`config.mk`:
```
export PLATFORM = sky130hd
export DESIGN_NAME = uart_rx
export DESIGN_NICKNAME = d
export VERILOG_FILES = /design/src/rtl/uart_rx.sv
export SDC_FILE = /design/constraint.sdc
export NUM_CORES = 1
export LEC_CHECK = 0
export BUFFER_PORTS_ARGS = -buffer_cell sky130_fd_sc_hd__buf_2
export CAP_MARGIN = 25
export CORE_MARGIN = 5
export CORE_UTILIZATION = 40
export CTS_BUF_LIST = sky130_fd_sc_hd__clkbuf_16
export CTS_CLUSTER_SIZE = 40
export DETAILED_ROUTE_END_ITERATION = 10
export PLACE_DENSITY = 0.67
export SETUP_SLACK_MARGIN = 0.3
export SYNTH_ARGS = -nofsm -noshare
export SYNTH_HDL_FRONTEND = slang
export SYNTH_SLANG_ARGS = --single-unit
```
`constraint.sdc`:
```
create_clock -name clk -period 1.65 [get_ports clk]
set_clock_uncertainty 0.15 [all_clocks]
set_input_delay 0.165 -clock clk [delete_from_list [all_inputs] [get_ports clk]]
set_output_delay 0.165 -clock clk [all_outputs]
set_load 0.005 [all_outputs]
```
`src/rtl/uart_rx.sv`:
```
// uart_rx: 16x oversampled serial receiver.
// Mid-bit sampling, stop-bit check, one-clk done strobe.
module uart_rx #(
   parameter int NB_DATA = 8,
   parameter int NB_STOP = 16
) (
   input  logic               clk,
   input  logic               i_rst,
   input  logic               i_tick,
   input  logic               i_rx,
   output logic [NB_DATA-1:0] o_data,
   output logic               o_rx_done,
   output logic               o_frame_err
);

   localparam int TW_RAW = $clog2(NB_STOP);
   localparam int TW     = (TW_RAW > 4) ? TW_RAW : 4;
   localparam int BW     = (NB_DATA > 1) ? $clog2(NB_DATA) : 1;

   localparam logic [TW-1:0] TICK_MID  = TW'(7);
   localparam logic [TW-1:0] TICK_END  = TW'(15);
   localparam logic [TW-1:0] TICK_STOP = TW'(NB_STOP - 1);
   localparam logic [BW-1:0] BIT_LAST  = BW'(NB_DATA - 1);

   typedef enum logic [1:0] {
      IDLE,
      START,
      DATA,
      STOP
   } state_t;

   state_t state_q, state_d;

   logic rx_meta;
   logic rx_s;

   logic [TW-1:0]      tick_cnt_q, tick_cnt_d;
   logic [BW-1:0]      bit_cnt_q,  bit_cnt_d;
   logic [NB_DATA-1:0] shift_q,    shift_d;
   logic [NB_DATA-1:0] data_q,     data_d;
   logic               done_q,     done_d;
   logic               ferr_q,     ferr_d;

   // two-flop synchroniser; idle-high so reset never fakes a start edge
   always_ff @(posedge clk) begin
      if (i_rst) begin
         rx_meta <= 1'b1;
         rx_s    <= 1'b1;
      end else begin
         rx_meta <= i_rx;
         rx_s    <= rx_meta;
      end
   end

   // state, counters and output registers
   always_ff @(posedge clk) begin
      if (i_rst) begin
         state_q    <= IDLE;
         tick_cnt_q <= '0;
         bit_cnt_q  <= '0;
         shift_q    <= '0;
         data_q     <= '0;
         done_q     <= 1'b0;
         ferr_q     <= 1'b0;
      end else begin
         state_q    <= state_d;
         tick_cnt_q <= tick_cnt_d;
         bit_cnt_q  <= bit_cnt_d;
         shift_q    <= shift_d;
         data_q     <= data_d;
         done_q     <= done_d;
         ferr_q     <= ferr_d;
      end
   end

   // next-state: start qualify at 8 ticks, then one sample every 16
   always_comb begin
      state_d    = state_q;
      tick_cnt_d = tick_cnt_q;
      bit_cnt_d  = bit_cnt_q;
      shift_d    = shift_q;
      data_d     = data_q;
      done_d     = 1'b0;
      ferr_d     = ferr_q;

      unique case (state_q)
         IDLE: begin
            if (!rx_s) begin
               state_d    = START;
               tick_cnt_d = '0;
            end
         end

         START: begin
            if (i_tick) begin
               if (tick_cnt_q == TICK_MID) begin
                  if (!rx_s) begin
                     state_d    = DATA;
                     tick_cnt_d = '0;
                     bit_cnt_d  = '0;
                  end else begin
                     state_d = IDLE;
                  end
               end else begin
                  tick_cnt_d = tick_cnt_q + TW'(1);
               end
            end
         end

         DATA: begin
            if (i_tick) begin
               if (tick_cnt_q == TICK_END) begin
                  tick_cnt_d = '0;
                  shift_d    = {rx_s, shift_q[NB_DATA-1:1]};
                  if (bit_cnt_q == BIT_LAST) begin
                     state_d = STOP;
                  end else begin
                     bit_cnt_d = bit_cnt_q + BW'(1);
                  end
               end else begin
                  tick_cnt_d = tick_cnt_q + TW'(1);
               end
            end
         end

         STOP: begin
            if (i_tick) begin
               if (tick_cnt_q == TICK_STOP) begin
                  state_d = IDLE;
                  data_d  = shift_q;
                  ferr_d  = ~rx_s;
                  done_d  = 1'b1;
               end else begin
                  tick_cnt_d = tick_cnt_q + TW'(1);
               end
            end
         end

         default: begin
            state_d = IDLE;
         end
      endcase
   end

   assign o_data      = data_q;
   assign o_rx_done   = done_q;
   assign o_frame_err = ferr_q;

endmodule

```
# Word-level counts from Yosys, hierarchy flattened
# Index checks and enable logic that the tools add are counted.
[totals]
regBits = 29
[op_classes]
add_sub_neg = 2
eq_ne = 17
n_bitwise = 3
muxes = 26
n_reduce_logical = 8
[op_table]
columns = ["operator", "count"]
rows = [
  ["4-bit two-way mux", 7],
  ["2-bit inequality test (second input constant)", 11],
  ["2-bit two-way mux", 9],
  ["3-bit two-way mux", 6],
  ["4-bit case mux with 4 select lines", 1],
  ["2-bit case mux with 4 select lines", 1],
  ["8-bit AND reduction", 1],
  ["7-bit AND reduction", 1],
  ["3-bit case mux with 2 select lines", 1],
  ["3-bit AND reduction", 2],
  ["4-bit by 1-bit adder with 4-bit output (second input constant)", 1],
  ["2-bit == test (second input constant)", 2],
  ["4-bit by 3-bit == test with 1-bit output (second input constant)", 1],
  ["4-bit == test (second input constant)", 1],
  ["4-bit AND reduction", 1],
  ["3-bit by 1-bit adder with 3-bit output (second input constant)", 1],
  ["3-bit == test (second input constant)", 1],
  ["1-bit inverter", 3],
  ["3-bit OR reduction", 1],
  ["2-bit by 1-bit == test with 1-bit output (second input constant)", 1],
  ["2-bit zero test", 1],
  ["2-bit nonzero test", 1],
  ["1-bit two-way mux", 1],
]

# Logic depth before layout (Yosys ltp)
# Gate-level depths: netlist (run 1).
[logic_depth]
depth_word = 5
depth_mapped = 6

# Worst setup path before layout (run 1)
# OpenSTA, ideal clock, no wires.
[synth_path]
path_kind = "reg2reg"
from = "register tick_cnt_q[0]"
to = "register shift_q[0]"
setup_slack_ps = -62
required_ps = 1372
path_stages_with_launch = 6
t_arrival_ps = 1434
path_buffers = 0
setup_ps = 128
path_cell_list = "dfxtp_1 -> ha_1 -> nand4_4 -> nor3_4 -> mux2i_1 -> nor2_1"
[synth_via]
elab_chain_cells = 2
[synth_rtl]
columns = ["element", "line", "source"]
rows = [
  ["start: declaration", "37", "logic [TW-1:0] tick_cnt_q, tick_cnt_d;"],
  ["start signal: assignment", "67", "tick_cnt_q <= tick_cnt_d;"],
  ["4-bit == test", "112", "if (tick_cnt_q == TICK_END) begin"],
  ["3-bit AND reduction (no source line)", "--", ""],
  ["end signal: assignment", "69", "shift_q <= shift_d;"],
  ["end: declaration", "39", "logic [NB_DATA-1:0] shift_q, shift_d;"],
]
# No other way between the ends.
# A chain may end at the register's enable or synchronous reset.

# Worst setup path after layout (run 1)
[layout_path]
from = "register bit_cnt_q[0]"
to = "register bit_cnt_q[2]"
[layout_via]
elab_chain_cells = 5
[layout_rtl]
columns = ["element", "line", "source"]
rows = [
  ["start: declaration", "38", "logic [BW-1:0] bit_cnt_q, bit_cnt_d;"],
  ["start signal: assignment", "68", "bit_cnt_q <= bit_cnt_d;"],
  ["3-bit by 1-bit adder with 3-bit output", "118", "bit_cnt_d = bit_cnt_q + BW'(1);"],
  ["3-bit two-way mux", "115", "if (bit_cnt_q == BIT_LAST) begin"],
  ["3-bit two-way mux", "112", ""],
  ["3-bit two-way mux", "111", "if (i_tick) begin"],
  ["3-bit case mux with 2 select lines", "86", "unique case (state_q)"],
]
# Parallel ways exist; a longest one is shown, timed or not. The select of a mux whose other input is x is not followed.

==> metrics.txt, run 1 <==
Startpoint Class flip-flop; Post-Synth XOR/XNOR Area 0.00695; pwr/cell area 901 nW/um^2; final worst slack -0.0314 ns; CP max FO 3; Least-Margin Pin Slew 0.513 ns; min-delay worst type input port to flip-flop; worst reg2reg setup slack -0.03 ns; worst r2r src bit_cnt_q[0]; worst endpoint required time 1.64 ns; hold path cells 2; Tot Pwr 1620 uW; YS warnings 0; port bufs 13; top cell type's share of synthesized area 0.461; Site Rows 20; Initial Utilization 0.416; HP Start i_rst; clock sinks 29; worst slack, placed -0.0880 ns; post-synthesis net count 136; Worst VDD drop between 0.9 and 1 mV; H-tree depth 2; Post-Layout Inst Area 1790 um^2; DRT Wirelength 2.88 mm; Distinct cells, synth 32; Hold Violations, Final 0; Slew headroom 0.658; post-layout util 0.592; Worst-path clk slew 0.05 ns; Root Buffer clkbuf_16; post-synthesis mux area share 0.168; status finished, violations left; grt ovf 0; max-cap violations 0; fin crit period 1.68 ns; Residual DRC 0; n_diodes 0; Clock Latency Late Sink 0.27 ns; gp weighted congestion 0.773; largest net degree at the start of global routing 32; Synth Area in Adders 0.0298; first-pass detailed-route iteration total 4; post-synthesis sequential area ratio 0.461; reg2reg end bit_cnt_q[2]; die span in y between 60 and 70 um; Placed Area 1480 um^2; final setup fails 2; Final Slew Violations 0; clk buf depth 2; # nets final roughly 160; complex-gate fraction of the synthesized area 0.0844; vias in the first global route between 1000 and 1500; WL per Instance 14.3 um; GRT Total Usage 0.151; vias per cell 5.09; Setup crit end kind flip-flop; r2r worst-path depth 6; Initial DRC Count 69; core box area a little over 3000 um^2; hold slack 0.194 ns; die footprint 4370 um^2; final worst-path cycle share 1.02; area of the mapped netlist between 1000 and 1500 um^2; antenna violations before repair 0; Setup CP Type flip-flop to flip-flop; Post-DP HPWL 1.77 mm; unrepaired setup endpoints after global routing yes; simple-gate share of the synthesized area 0.214; syn avg cell area 9.77 um^2; die span in x around 66 um; Seq cells post-synth 29; Leakage 0.000700 uW; CTS buffer count 5; hold endpoint bit_cnt_q[2]; CTS tree yes; failing checks setup timing; Area Growth Syn to Fin 42.3%; main combinational cell family by area after synthesis simple AND/OR/NAND/NOR gates; Syn Inst Count 129; top post-synthesis cells by area dfxtp_1 (46%), mux2i_1 (16%), nor2_1 (7.4%); vias after detailed routing 1029; global-route wire length before repair a little under 5 mm; layout cells sized above 1 0.386; FMAX 595 MHz; ANT nets after route 0; fillers about 260; Worst EP arrival around 1.7 ns; area leader, netlist dfxtp_1; Ports 14
## sequential cells by signal, summed over array words and instances, names as in the netlist, named ones only
name	flops
tick_cnt_q	4
o_rx_done	1
shift_q	8
state_q	1
bit_cnt_q	3
o_data	8
rx_s	1
rx_meta	1
o_frame_err	1
## cell usage after synthesis, drive strengths merged
library cell,count
xnor2,1
nor3,5
o211ai,2
mux2,1
nand2,5
a211oi,2
nor4bb,1
a21oi,1
and3,2
o2111ai,1
nand3,2
buf,4
ha,3
nand3b,1
inv,3
dfxtp,29
o21ai,4
nand4,2
nor2,26
mux2i,20
o21bai,2
nand2b,1
or2,2
a31oi,3
clkbuf,3
nor4b,2
o32ai,1
## through the flow
step                      instances  setup TNS (ns)
after floorplan                 129               0
after global placement          186        -0.00869
after detailed placement        186          -0.260
after CTS                       202         -0.0536
after global routing            202          -0.279
final                           202         -0.0581
## per-layer routing
| metal | GRT usage | wire, um |
|---|---|---|
| met3 | 0.0527 | 129 |
| met2 | 0.252 | 1440 |
| met1 | 0.166 | 1230 |
| met4 | 0.0812 | 79 |
| met5 | 0 | 0 |
## logic make-up after synthesis
group,after synthesis
AND/OR/NAND/NOR,49
flip-flops,29
multiplexers,21
AO/OA/AOI/OAI,16
buffers and inverters,10
adder cells (fa/ha/maj),3
XOR/XNOR,1
## timing repair
action / 4_1_cts / 5_1_grt
endpoints found under the setup margin: 26 / 26
hold buffers: 1 / 0
resized for setup: 22 / 0
pin swaps: 16 / 1
endpoints found under the hold margin: 1 / 0
setup buffers: 6 / 0
cloned: 1 / 0
## power by group
group          leakage [uW]  switching, uW  internal (uW)
combinational      0.000393           28.4           18.0
clock             0.0000696            306            551
sequential         0.000238           8.10            705
total              0.000700            342           1270
## critical path, stage by stage (launching register included)
cell	delay [ns]
dfxtp_2	0.33
ha_4	0.16
ha_4	0.16
nor4bb_4	0.26
o2111ai_2	0.20
mux2i_1	0.24
nor2_1	0.05
## how the worst max path moves through the flow
stage                      start           end  slack [ns]
floorplan           bit_cnt_q[0]  bit_cnt_q[0]        0.03
global placement    bit_cnt_q[1]  bit_cnt_q[1]      -0.006
detailed placement  bit_cnt_q[1]  bit_cnt_q[2]       -0.09
CTS                 bit_cnt_q[0]  bit_cnt_q[2]       -0.03
global route        bit_cnt_q[0]  bit_cnt_q[2]       -0.11
finish              bit_cnt_q[0]  bit_cnt_q[2]       -0.03
## cell usage in the layout, fill, tap and decap left out, drive strengths merged
| cell | n |
|---|---|
| nor4b | 2 |
| a31oi | 3 |
| o32ai | 1 |
| clkbuf | 5 |
| nand4 | 2 |
| mux2i | 20 |
| mux2 | 1 |
| o21bai | 2 |
| o21ai | 4 |
| o2111ai | 1 |
| or2 | 2 |
| and3 | 2 |
| clkinvlp | 1 |
| nand2 | 5 |
| nor3 | 5 |
| ha | 3 |
| a211oi | 2 |
| nand3 | 2 |
| dlygate4sd3 | 1 |
| clkinv | 2 |
| nor2 | 26 |
| nand3b | 1 |
| buf | 27 |
| inv | 3 |
| xnor2 | 1 |
| a21oi | 1 |
| nand2b | 1 |
| o211ai | 2 |
| nor4bb | 1 |
| dfxtp | 29 |
## cell type report
class                           count  area, um^2  area share
Clock inverter                      3        17.5     0.00977
Tap cell                           44        55.1      0.0307
Timing Repair Buffer               28         233       0.130
Clock buffer                        5         125      0.0698
Sequential cell                    29         594       0.331
Inverter                            3        11.3     0.00628
Multi-Input combinational cell     90         757       0.422
Note: power is estimated with default switching activity, not from simulation.
==> inputs of run 2 (changes only) <==
--- a/config.mk
+++ b/config.mk
@@ -13,6 +13,7 @@
 export CTS_CLUSTER_SIZE = 40
 export DETAILED_ROUTE_END_ITERATION = 10
 export PLACE_DENSITY = 0.67
+export RECOVER_POWER = 50
 export SETUP_SLACK_MARGIN = 0.3
 export SYNTH_ARGS = -nofsm -noshare
 export SYNTH_HDL_FRONTEND = slang
==> run 2 against run 1 <==
Effect of this change:
- the run still ends with setup timing left
- non-clock buffer count did not move
- sequential share of layout area rose by 0.42 points
- critical path depth did not move
- clock power barely moved
- first-iteration DRC count fell by 2.9%
- utilization fell by 0.74 points
- final area fell by 1.3%
- global-route usage did not move
- via count barely moved
- sequential power barely moved
- critical path type unchanged
- largest cell class unchanged
- largest power group unchanged
- highest routed layer unchanged
==> metrics.txt, run 2 (synthesis results as in run 1) <==
n_diodes 0; final worst-path cycle share 1.02; global-route wire length before repair about 4.9 mm; failing checks setup timing; worst endpoint required time 1.64 ns; Hold Violations, Final 0; final worst slack -0.0385 ns; # nets final 164; die span in x 66.1 um; fillers 265; worst reg2reg setup slack -0.04 ns; worst r2r src bit_cnt_q[0]; Least-Margin Pin Slew roughly 0.52 ns; die footprint 4370 um^2; die span in y 66.1 um; final setup fails 4; Worst VDD drop 0.910 mV; reg2reg end bit_cnt_q[1]; fin crit period roughly 1.7 ns; port bufs 13; CP max FO 3; layout cells sized above 1 0.348; Setup CP Type flip-flop to flip-flop; Startpoint Class flip-flop; unrepaired setup endpoints after global routing yes; commonest non-fill, non-tap cell in the layout nor2_1; Comb pwr share 0.028; ANT nets after route 0; Ports 14; Post-DP HPWL 1.77 mm; Site Rows 20; grt ovf 0; GRT Total Usage 0.151; Seq pwr share 0.441; Slew headroom 0.654; clk buf depth 2; H-tree depth 2; Final Slew Violations 0; antenna violations before repair 0; largest net degree at the start of global routing 32; min-delay worst type input port to flip-flop; WL per Instance 14.3 um; first-pass detailed-route iteration total 4; Initial DRC Count 67; Initial Utilization 0.416; FMAX 592 MHz; vias in the first global route 1043; worst setup path startpoint bit_cnt_q[0]; switching share of power 0.212; pwr/cell area around 900 nW/um^2; Area Growth Syn to Fin 40.5%; internal power between 1000 and 1500 uW; status finished, violations left; r2r worst-path depth 6; most frequent cells in the layout nor2_1 (24), dfxtp_1 (22), mux2i_1 (20), buf_4 (9), buf_2 (8); DRT Wirelength slightly below 3 mm; Worst EP arrival 1.68 ns; Worst-path clk slew 0.05 ns; Leakage 0.000678 uW; vias per cell 5.09; switching power between 300 and 400 uW; core box area 3030 um^2; Placed Area 1480 um^2; clock share of power 0.531; Worst Setup EP bit_cnt_q[1]; CTS tree yes; Post-Layout Inst Area 1770 um^2; Clock Latency Late Sink 0.27 ns; worst slack, placed -0.0880 ns; Setup crit end kind flip-flop; max-cap violations 0; Root Buffer clkbuf_16; gp weighted congestion 0.773; clock sinks 29; CTS buffer count 5; vias after detailed routing between 1000 and 1500; Residual DRC 0
## run 2: changes by cell type in the layout (fill, tap and decap cells not counted), sizes merged
cell / delta
clkbuf: +5
buf: -5
## run 2: worst min-delay path by stage
stage / from / to / slack, ns / cells after the start
6_report: i_rst / bit_cnt_q[2] / 0.20 / 2
5_1_grt: i_tick / o_rx_done / 0.21 / 3
4_1_cts: i_tick / o_rx_done / 0.18 / 3
3_5_place_dp: i_rx / rx_meta / 0.21 / 2
3_3_place_gp: i_rx / rx_meta / 0.20 / 2
2_1_floorplan: i_rx / rx_meta / 0.12 / 1
## run 2: per-layer routing
| layer | track usage | vias up | part of all wire | routed length, um |
|---|---|---|---|---|
| met5 | 0 | - | 0 | 0 |
| met1 | 0.166 | 480 | 0.43 | 1230 |
| met2 | 0.252 | 32 | 0.50 | 1440 |
| met4 | 0.0812 | 0 | 0.026 | 74 |
| li1 | - | 508 | - | - |
| met3 | 0.0527 | 8 | 0.046 | 133 |
## run 2: metrics by stage
| stage | power, uW | util | setup TNS (ns) | std cells | hold slack, ns |
|---|---|---|---|---|---|
| 4_1_cts | 1640 | 0.592 | -0.0536 | 202 | 0.179 |
| 5_1_grt | 1690 | 0.585 | -1.16 | 202 | 0.208 |
| 6_report | 1610 | 0.585 | -0.0735 | 202 | 0.198 |
| 2_1_floorplan | 753 | - | 0 | 129 | 0.119 |
| 3_3_place_gp | 764 | 0.489 | -0.00869 | 186 | 0.203 |
| 3_5_place_dp | 765 | 0.489 | -0.260 | 186 | 0.206 |
## run 2: worst max-delay path: stages, from the launching register on
cell	delay, ns
dfxtp_2	0.33
ha_4	0.16
ha_4	0.16
nor4bb_4	0.26
o2111ai_2	0.20
mux2i_1	0.23
nor2_1	0.06
## run 2: final cells by class
class,count,area (um^2),share of cell area
clock buffer,5,125,0.0707
clock inverter,3,17.5,0.00989
inverter,3,11.3,0.00636
multi-input combinational,90,741,0.418
sequential,29,594,0.336
tap,44,55.1,0.0311
timing repair buffer,28,226,0.128
## run 2: repair_timing
item,CTS,global route
resized for setup,22,0
setup endpoints to repair,26,26
hold buffers,1,0
pin swaps,16,1
buffers inserted,6,0
hold endpoints to repair,1,0
gates cloned,1,0
## run 2: power by group through the flow
stage	combinational, uW	sequential [uW]	clock (uW)
2_1_floorplan	27.7	725	0
3_3_place_gp	35.9	728	0
3_5_place_dp	36.7	728	0
4_1_cts	44.9	712	880
5_1_grt	48.2	712	925
6_report	45.1	712	857
==> inputs of run 3 (changes only) <==
--- a/config.mk
+++ b/config.mk
@@ -8,11 +8,11 @@
 export BUFFER_PORTS_ARGS = -buffer_cell sky130_fd_sc_hd__buf_2
 export CAP_MARGIN = 25
 export CORE_MARGIN = 5
-export CORE_UTILIZATION = 40
+export CORE_UTILIZATION = 50
 export CTS_BUF_LIST = sky130_fd_sc_hd__clkbuf_16
 export CTS_CLUSTER_SIZE = 40
 export DETAILED_ROUTE_END_ITERATION = 10
-export PLACE_DENSITY = 0.67
+export PLACE_DENSITY = 0.79
 export RECOVER_POWER = 50
 export SETUP_SLACK_MARGIN = 0.3
 export SYNTH_ARGS = -nofsm -noshare
==> run 3 against run 2 <==
Effect of this change:
- the run still ends with setup timing left
- critical path depth stayed put
- final cell count shrank 5.0%
- clock power is 14% higher
- worst setup slack worse by 0.012 ns
- sequential power barely moved
- non-clock buffer count up 4
- via count up 7.8%
- clock-buffer cell count did not move
- global-route usage is 3.8 points higher
- largest cell class unchanged
- largest power group unchanged
- highest routed layer unchanged
==> metrics.txt, run 3 (synthesis results as in run 1) <==
clk buf depth 2; failing checks setup timing; vias per cell 5.77; gp weighted congestion 0.833; CTS tree yes; crit-path leading delay family simple AND/OR/NAND/NOR gates; Hold Violations, Final 0; Clock Latency Late Sink between 0.2 and 0.3 ns; H-tree depth 2; layout cells sized above 1 0.370; vias after detailed routing 1108; Slowest Stage Delay on Critical Path 0.33 ns; Post-DP HPWL 1.67 mm; most frequent cells in the layout nor2_1 (23), dfxtp_1 (22), mux2i_1 (18), buf_4 (11), buf_2 (7); HP Start i_rst; Initial DRC Count 62; first-pass detailed-route iteration total 4; final worst slack -0.0505 ns; min-delay worst type input port to flip-flop; # nets final 168; slowest cell on the critical path dfxtp_2; Startpoint Class flip-flop; Post-Layout Inst Area about 1800 um^2; Worst-path clk slew about 0.050 ns; Ports 14; worst slack, placed -0.0719 ns; status finished, violations left; Final Slew Violations 0; n_diodes 0; hold path cells 2; Crit path top cell by count ha_4; unrepaired setup endpoints after global routing yes; Site Rows 18; reg2reg end bit_cnt_q[1]; r2r worst-path depth 6; port bufs 13; WL per Instance ~17 um; Placed Area 1460 um^2; Worst EP arrival 1.68 ns; GRT Total Usage 0.189; CP max FO 3; die span in x approximately 60 um; Initial Utilization 0.513; DRT Wirelength approximately 3.3 mm; ANT nets after route 0; max-cap violations 0; Residual DRC 0; worst endpoint required time 1.63 ns; fin crit period 1.70 ns; Least-Margin Pin Slew a little over 0.5 ns; hold slack slightly below 0.2 ns; vias in the first global route 1074; CTS buffer count 5; Buf+Inv Stages, Crit Path 0; commonest non-fill, non-tap cell in the layout nor2_1; die footprint 3620 um^2; antenna violations before repair 0; final setup fails 3; worst r2r src bit_cnt_q[1]; die span in y 60.2 um; worst reg2reg setup slack -0.05 ns; post-layout util 0.749; Setup crit end kind flip-flop; CP Cell Sequence ha_4 > ha_4 > nor4bb_4 > o2111ai_2 > mux2i_1 > nor2_1; Worst VDD drop 1.05 mV; Root Buffer clkbuf_16; Leakage 0.000711 uW; core box area 2450 um^2; largest net degree at the start of global routing 32; final worst-path cycle share 1.03; clock sinks 29; grt ovf 0; FMAX 588 MHz; Setup CP Type flip-flop to flip-flop; fillers between 100 and 150; global-route wire length before repair 4.97 mm; Area Growth Syn to Fin 46.0%; hold endpoint o_data[5]; pwr/cell area 948 nW/um^2; Slew headroom 0.662
[run 3: final cells by class]
cell class	instances	area, um^2	share of cell area
Sequential cell	29	594	0.323
Tap cell	30	37.5	0.0204
Timing Repair Buffer	32	263	0.143
Clock inverter	3	37.5	0.0204
Clock buffer	5	125	0.0680
Inverter	3	11.3	0.00612
Multi-Input combinational cell	90	771	0.419
[run 3: stage by stage]
stage	std cells	power, uW	TNS (ns)
final	192	1740	-0.144
after global routing	192	1800	-0.743
after CTS	189	1750	-0.0520
after detailed placement	171	765	-0.187
after global placement	171	764	-0.00697
after floorplan	129	753	0
[run 3: how the worst max path moves through the flow]
stage / slack [ns] / depth (start not counted) / from / end
3_3_place_gp: -0.007 / 6 / bit_cnt_q[1] / bit_cnt_q[1]
5_1_grt: -0.15 / 6 / bit_cnt_q[1] / bit_cnt_q[0]
4_1_cts: -0.02 / 6 / bit_cnt_q[1] / bit_cnt_q[2]
6_report: -0.05 / 6 / bit_cnt_q[1] / bit_cnt_q[1]
2_1_floorplan: 0.03 / 6 / bit_cnt_q[0] / bit_cnt_q[0]
3_5_place_dp: -0.07 / 6 / bit_cnt_q[1] / bit_cnt_q[2]
[run 3: where the power goes]
| group | internal [uW] | total [uW] | switching, uW |
|---|---|---|---|
| clock network | 697 | 979 | 282 |
| logic | 19.7 | 51.1 | 31.4 |
| registers | 706 | 714 | 8.38 |
[run 3: routing by layer]
metal / vias to the layer above / routed length (um) / global-route usage
li1: 519 / - / -
met1: 525 / 1270 / 0.197
met2: 50 / 1710 / 0.326
met3: 14 / 184 / 0.0648
met4: 0 / 154 / 0.111
met5: - / 0 / 0
[run 3: timing repair]
item | CTS | global route
hold buffers | 1 | 0
pin swaps | 14 | 3
setup endpoints to repair | 26 | 26
cloned | 1 | 0
hold endpoints to repair | 1 | 0
resized for setup | 17 | 10
buffers inserted | 8 | 3
